<file path="config.mk">
export PLATFORM = sky130hd
export DESIGN_NAME = nonogram_line_sched
export DESIGN_NICKNAME = d
export VERILOG_FILES = /design/src/rtl/nonogram_line_sched.sv
export SDC_FILE = /design/constraint.sdc
export NUM_CORES = 1
export LEC_CHECK = 0
export BUFFER_PORTS_ARGS = -buffer_cell sky130_fd_sc_hd__buf_2
export CAP_MARGIN = 15
export CORE_ASPECT_RATIO = 1.75
export CORE_MARGIN = 2
export CORE_UTILIZATION = 56
export DETAILED_ROUTE_END_ITERATION = 10
export GPL_TIMING_DRIVEN = 0
export PLACE_DENSITY = 0.76
export SLEW_MARGIN = 10
export SYNTH_ARGS = -nofsm -noshare
export SYNTH_HDL_FRONTEND = slang
export SYNTH_SLANG_ARGS = --single-unit
</file>
<file path="constraint.sdc">
create_clock -name clk -period 5 [get_ports clk]
set_input_delay 0 -clock clk [delete_from_list [all_inputs] [get_ports clk]]
set_output_delay 0 -clock clk [all_outputs]
set_load 0.02 [all_outputs]
</file>
<file path="src/rtl/nonogram_line_sched.sv">
`default_nettype none
// ---------------------------------------------------------------------------
// nonogram_line_sched: circular work queue that feeds line markers and options
// to the solver. Optional stall detect: LINE_SCHED_STALL_DETECT_EN. Rev 1.0
// ---------------------------------------------------------------------------
module nonogram_line_sched #(
  parameter int SIZE       = 3,
  parameter int DEPTH      = 64,
  parameter int CLOG_DEPTH = $clog2(DEPTH)
) (
  input  logic                  clk,
  input  logic                  rst,
  input  logic                  load_start,
  input  logic                  load_valid,
  output logic                  load_ready,
  input  logic [SIZE-1:0]       load_data,
  input  logic                  load_marker,
  input  logic                  load_last,
  output logic                  issue_valid,
  input  logic                  issue_ready,
  output logic [SIZE-1:0]       issue_data,
  output logic                  issue_marker,
  input  logic                  push_valid,
  input  logic [SIZE-1:0]       push_data,
  input  logic                  progress,
  input  logic                  solved,
  output logic                  busy,
  output logic                  done,
  output logic                  stuck,
  output logic                  starved,
  output logic                  overflow,
  output logic [CLOG_DEPTH:0]   fill_level
);

  typedef enum logic [1:0] {
    S_IDLE = 2'd0,
    S_LOAD = 2'd1,
    S_RUN  = 2'd2,
    S_DONE = 2'd3
  } state_t;

  localparam logic [CLOG_DEPTH:0]   FULL_COUNT = DEPTH[CLOG_DEPTH:0];
  localparam logic [CLOG_DEPTH:0]   CNT_ONE    = {{CLOG_DEPTH{1'b0}}, 1'b1};
  localparam logic [CLOG_DEPTH-1:0] PTR_ONE    = {{(CLOG_DEPTH-1){1'b0}}, 1'b1};

  state_t                state;
  logic [SIZE:0]         mem [DEPTH];
  logic [CLOG_DEPTH-1:0] head;
  logic [CLOG_DEPTH-1:0] tail;
  logic [CLOG_DEPTH:0]   count;
  logic                  stuck_r;
  logic                  starved_r;
  logic                  overflow_r;

  logic          full;
  logic          empty;
  logic [SIZE:0] head_entry;
  logic          enter_load;
  logic          load_write;
  logic          run_active;
  logic          pop;
  logic          pop_marker;
  logic          push_ok;
  logic          push_drop;
  logic          wr_en;
  logic [SIZE:0] wr_entry;
  logic          stall_fire;

  assign full       = (count == FULL_COUNT);
  assign empty      = (count == '0);
  assign head_entry = mem[head];
  assign enter_load = load_start && ((state == S_IDLE) || (state == S_DONE));

  assign load_ready = (state == S_LOAD) && !full;
  assign load_write = load_valid && load_ready;

  // solved and starvation both end the run this cycle, so neither pops nor pushes.
  assign run_active  = (state == S_RUN) && !solved && !empty;
  // A head marker must not pop while the solver pushes: only one write port.
  assign issue_valid = run_active && !(head_entry[SIZE] && push_valid);
  assign pop         = issue_valid && issue_ready;
  assign pop_marker  = pop && head_entry[SIZE];
  assign push_ok     = run_active && push_valid && (!full || pop);
  assign push_drop   = run_active && push_valid && full && !pop;

  assign wr_en    = load_write || pop_marker || push_ok;
  assign wr_entry = load_write ? {load_marker, load_data} :
                    pop_marker ? head_entry :
                                 {1'b0, push_data};

  assign issue_data   = head_entry[SIZE-1:0];
  assign issue_marker = head_entry[SIZE];
  assign busy         = (state == S_LOAD) || (state == S_RUN);
  assign done         = (state == S_DONE);
  assign stuck        = stuck_r;
  assign starved      = starved_r;
  assign overflow     = overflow_r;
  assign fill_level   = count;

  // Storage carries no reset so it can map onto block RAM.
  always_ff @(posedge clk) begin
    if (wr_en) begin
      mem[tail] <= wr_entry;
    end
  end

  always_ff @(posedge clk) begin
    if (rst) begin
      state      <= S_IDLE;
      head       <= '0;
      tail       <= '0;
      count      <= '0;
      stuck_r    <= 1'b0;
      starved_r  <= 1'b0;
      overflow_r <= 1'b0;
    end else begin
      if (wr_en) begin
        tail <= tail + PTR_ONE;
      end
      if (pop) begin
        head <= head + PTR_ONE;
      end
      case ({wr_en, pop})
        2'b10:   count <= count + CNT_ONE;
        2'b01:   count <= count - CNT_ONE;
        default: count <= count;
      endcase

      case (state)
        S_IDLE: begin
          if (load_start) begin
            state <= S_LOAD;
          end
        end
        S_LOAD: begin
          if (load_write && load_last) begin
            state <= S_RUN;
          end
        end
        S_RUN: begin
          if (solved) begin
            state <= S_DONE;
          end else if (empty) begin
            state     <= S_DONE;
            starved_r <= 1'b1;
          end else begin
            if (push_drop) begin
              overflow_r <= 1'b1;
            end
            if (stall_fire) begin
              stuck_r <= 1'b1;
              state   <= S_DONE;
            end
          end
        end
        S_DONE: begin
          if (load_start) begin
            state <= S_LOAD;
          end
        end
        default: state <= S_IDLE;
      endcase

      // A fresh load wipes the queue; overrides any pointer update above.
      if (enter_load) begin
        head       <= '0;
        tail       <= '0;
        count      <= '0;
        stuck_r    <= 1'b0;
        starved_r  <= 1'b0;
        overflow_r <= 1'b0;
      end
    end
  end

`ifdef LINE_SCHED_STALL_DETECT_EN
  // Two full sweeps of every line's marker with no newly known cell.
  localparam int STALL_LIMIT = 4 * SIZE;
  localparam int STALL_W     = $clog2(STALL_LIMIT + 1);
  localparam logic [STALL_W-1:0] STALL_MAX  = STALL_W'(STALL_LIMIT);
  localparam logic [STALL_W-1:0] STALL_LAST = STALL_W'(STALL_LIMIT - 1);
  localparam logic [STALL_W-1:0] STALL_ONE  = STALL_W'(1);

  logic [STALL_W-1:0] stall_cnt;

  always_ff @(posedge clk) begin
    if (rst || enter_load) begin
      stall_cnt <= '0;
    end else if (state == S_RUN) begin
      if (progress) begin
        stall_cnt <= '0;
      end else if (pop_marker && (stall_cnt != STALL_MAX)) begin
        stall_cnt <= stall_cnt + STALL_ONE;
      end
    end
  end

  assign stall_fire = pop_marker && !progress && (stall_cnt >= STALL_LAST);
`else
  logic unused_progress;
  assign unused_progress = progress;
  assign stall_fire      = 1'b0;
`endif

endmodule
`default_nettype wire
</file>
==> impl_metrics.env <==
export IMPL_crit_slowest_cell="mux4_2"
export IMPL_worstPathRequired_ns=5.39
export IMPL_die_area_mm2=0.02212
export IMPL_p_total_mw=4.954
export IMPL_most_common_layout_cells="256 x edfxtp_1, 89 x nor2_1, 75 x mux4_2"
export IMPL_synth_distinct_cells=52
export IMPL_cts_setup_buffers=0
export IMPL_path_delay_family="compound AO/OA/AOI/OAI gates"
export IMPL_worstSkewPairLatency_ns=0.53
export IMPL_fillCellCount=1407
export IMPL_coreArea_mm2=0.02067
export IMPL_critPathMaxFanout=9
export IMPL_finish_net_count=762
export IMPL_place_area_mm2=0.01234
export IMPL_cp_buffers_inverters=4
export IMPL_dr_first_iter_drc_count=552
export IMPL_ys_flop_type="edfxtp_1"
export IMPL_die_x_um=113.3
export IMPL_drv_slew=0
export IMPL_grt_overflow=0
export IMPL_path_cells="buf_6 -> mux4_2 -> a2111oi_4 -> a32oi_1 -> nand3_2 -> inv_1 -> a21o_1 -> clkinv_1 -> ha_1 -> inv_1 -> fa_1 -> nor2b_1 -> o21ai_0 -> a21boi_0 -> o21ai_0 -> and3_1 -> nor3_1 -> xnor2_1 -> nor2_1"
export IMPL_grt_setup_unrepaired="false"
export IMPL_worstSetupPathType="flip-flop to flip-flop"
export IMPL_seq_area_mm2=0.008268
export IMPL_async_flop_share=0
export IMPL_power_density_mw_per_mm2=376.3
export IMPL_vias_per_cell=6.197
export IMPL_grt_max_degree=37
export IMPL_hpwlAfterDp_um=17570
export IMPL_synth_edff_count=256
export IMPL_initial_core_util=0.5664
export IMPL_num_rows=70
export IMPL_synth_seq_cells=285
export IMPL_cts_tree="yes"
export IMPL_fin_cells=1002
export IMPL_totalWireLength_um=25190
export IMPL_mostFrequentLayoutCell="edfxtp_1"
export IMPL_hold_path_class="primary input to flip-flop"
export IMPL_clk_path_buf_depth=3
export IMPL_max_cap_violations=0
export IMPL_clockRootBuffer="clkbuf_16"
export IMPL_grt_pass1_vias=6500
export IMPL_cts_sinks=285
export IMPL_max_clock_freq_ghz=0.2152
export IMPL_cts_clk_slew_worst_paths_ns=0.07
export IMPL_worst_pin_slew_ns=1.031
export IMPL_areaGrowthSynthToFinish_pct=12.45
export IMPL_endpoint_kind="flip-flop"
export IMPL_vias=6209
export IMPL_gp_congestion=0.8700
export IMPL_p_leak_nw=4.168
export IMPL_period_minus_slack_ns=4.647
export IMPL_synth_cells=662
export IMPL_io_buffers=31
export IMPL_hold_violations=0
export IMPL_io_pins=34
export IMPL_final_setup_skew_ns=0.01013
export IMPL_ant_nets=0
export IMPL_h_tree_depth=1
export IMPL_cp_slowest_stage_delay_ns=0.58
export IMPL_drtPass1Iterations=5
export IMPL_gr_usage_all_layers=0.2347
export IMPL_antenna_found_initial=0
export IMPL_wl_per_cell_um=25.14
export IMPL_netlist_area_mm2=0.01171
export IMPL_n_antenna_cell=0
export IMPL_die_h_um=195.3
export IMPL_drc=0
export IMPL_maxSlewHeadroom=0.3129
export IMPL_design_area_mm2=0.01317
export IMPL_cp_arrival_ns=5.04
export IMPL_yosysSeqAreaShare=0.7062
export IMPL_fin_crit_sh=0.9294
export IMPL_outcome="finished clean"
export IMPL_cts_made_buffers=24
export IMPL_multiInputGateArea_mm2=0.003238
export IMPL_ir_worst_vdd_v=0.0002809
export IMPL_setup_viol=0
export IMPL_cp_start_kind="flip-flop"
export IMPL_syn_nets=691
export IMPL_grt_first_pass_wirelength_um=37830
export IMPL_synth_warning_count=0
export IMPL_syn_area_per_cell_um2=17.69
export IMPL_layout_drive_gt1_share=0.2373
export IMPL_dp_cells=950
## worst reg2reg max path: stages (launching register included)
cell and delay, ns:
dfxtp_1 0.33, buf_6 0.20, mux4_2 0.58, a2111oi_4 0.40, a32oi_1 0.21, nand3_2 0.18, inv_1 0.08, a21o_1 0.21
clkinv_1 0.14, ha_1 0.32, inv_1 0.15, fa_1 0.40, nor2b_1 0.16, o21ai_0 0.13, a21boi_0 0.28, o21ai_0 0.16
and3_1 0.20, nor3_1 0.21, xnor2_1 0.15, nor2_1 0.05
## worst paths after layout
kind | start | endpoint | slack [ns] | cells past startpoint
worst min register to register | starved$_SDFFE_PP0P_ | starved$_SDFFE_PP0P_ | 0.47 | 2
worst min-delay path | load_last | state[1]$_SDFFE_PP0P_ | 0.01 | 5
worst max register to register | flip-flop | fill_level[6]$_SDFFE_PP0P_ | 0.35 | 19
worst max-delay path | flip-flop | fill_level[6]$_SDFFE_PP0P_ | 0.35 | 19
## per-stage QoR
| stage | setup WS [ns] | TNS (ns) | utilization | hold WS (ns) |
|---|---|---|---|---|
| floorplan | 0.08068 | 0 | - | 0.07153 |
| CTS | 0.2780 | 0 | 0.6363 | 0.002955 |
| finish | 0.3531 | 0 | 0.6369 | 0.01432 |
| global placement | -1.884 | -332.20 | 0.5892 | 0.2090 |
| detailed placement | 0.3443 | 0 | 0.5969 | 0.2167 |
| global route | 0.05590 | 0 | 0.6369 | 0.03978 |
## cell usage after synthesis (6+ instances only)
cell type / n / area, µm²
a21o_1: 7 / 52.55
a21oi_1: 14 / 70.07
buf_1: 6 / 22.52
buf_2: 8 / 40.04
buf_6: 6 / 67.56
clkbuf_1: 11 / 41.29
dfxtp_1: 29 / 580.6
edfxtp_1: 256 / 7687
ha_1: 12 / 150.1
inv_1: 14 / 52.55
mux2i_1: 15 / 150.1
mux4_2: 75 / 1689
nand2_1: 27 / 101.4
nand3_1: 11 / 55.05
nor2_1: 89 / 334.1
nor2b_1: 8 / 50.05
## layer usage
| layer | vias up | wire length [µm] | GRT usage |
|---|---|---|---|
| li1 | 2726 | - | - |
| met3 | 69 | 1594 | 0.03259 |
| met5 | - | 0 | 0 |
| met1 | 3132 | 8427 | 0.2641 |
| met4 | 0 | 1188 | 0.1138 |
| met2 | 282 | 13980 | 0.4320 |
## logic make-up (layout without fill, tap and decap cells)
| group | after synthesis | in the layout | synth area share |
|---|---|---|---|
| mux | 91 | 91 | 0.1581 |
| simple gates | 163 | 163 | 0.06231 |
| other cells | 1 | 1 | 0.0003203 |
| buf+inv | 50 | 138 | 0.02169 |
| compound gates | 49 | 49 | 0.02939 |
| flops | 285 | 285 | 0.7062 |
| fa+ha+maj | 13 | 13 | 0.01453 |
| xor+xnor | 10 | 10 | 0.007481 |
## report_power, final
group | internal [mW] | switching [mW]
Sequential | 2.72 | 0.0169
Combinational | 0.149 | 0.298
Clock | 0.983 | 0.791
Total | 3.85 | 1.11
## registers in the layout (all words and copies together), names as in the netlist, named ones only
register and count:
tail 6, state 2, fill_level 7, overflow 1, head 6, starved 1, mem 256
## layout make-up
class,instances,area share
Multi-Input combinational cell,327,0.2460
Clock inverter,9,0.004942
Tap cell,252,0.02395
Timing Repair Buffer,45,0.02699
Buffer,34,0.01473
Inverter,16,0.004562
Sequential cell,285,0.6280
Clock buffer,34,0.05085
## repair_timing
item / 4_1_cts / 5_1_grt
hold buffers: 8 / 0
resized for setup: 0 / 1
endpoints found under the setup margin: 0 / 1
endpoints found under the hold margin: 9 / 0
Power figures use the tool's default switching activity.
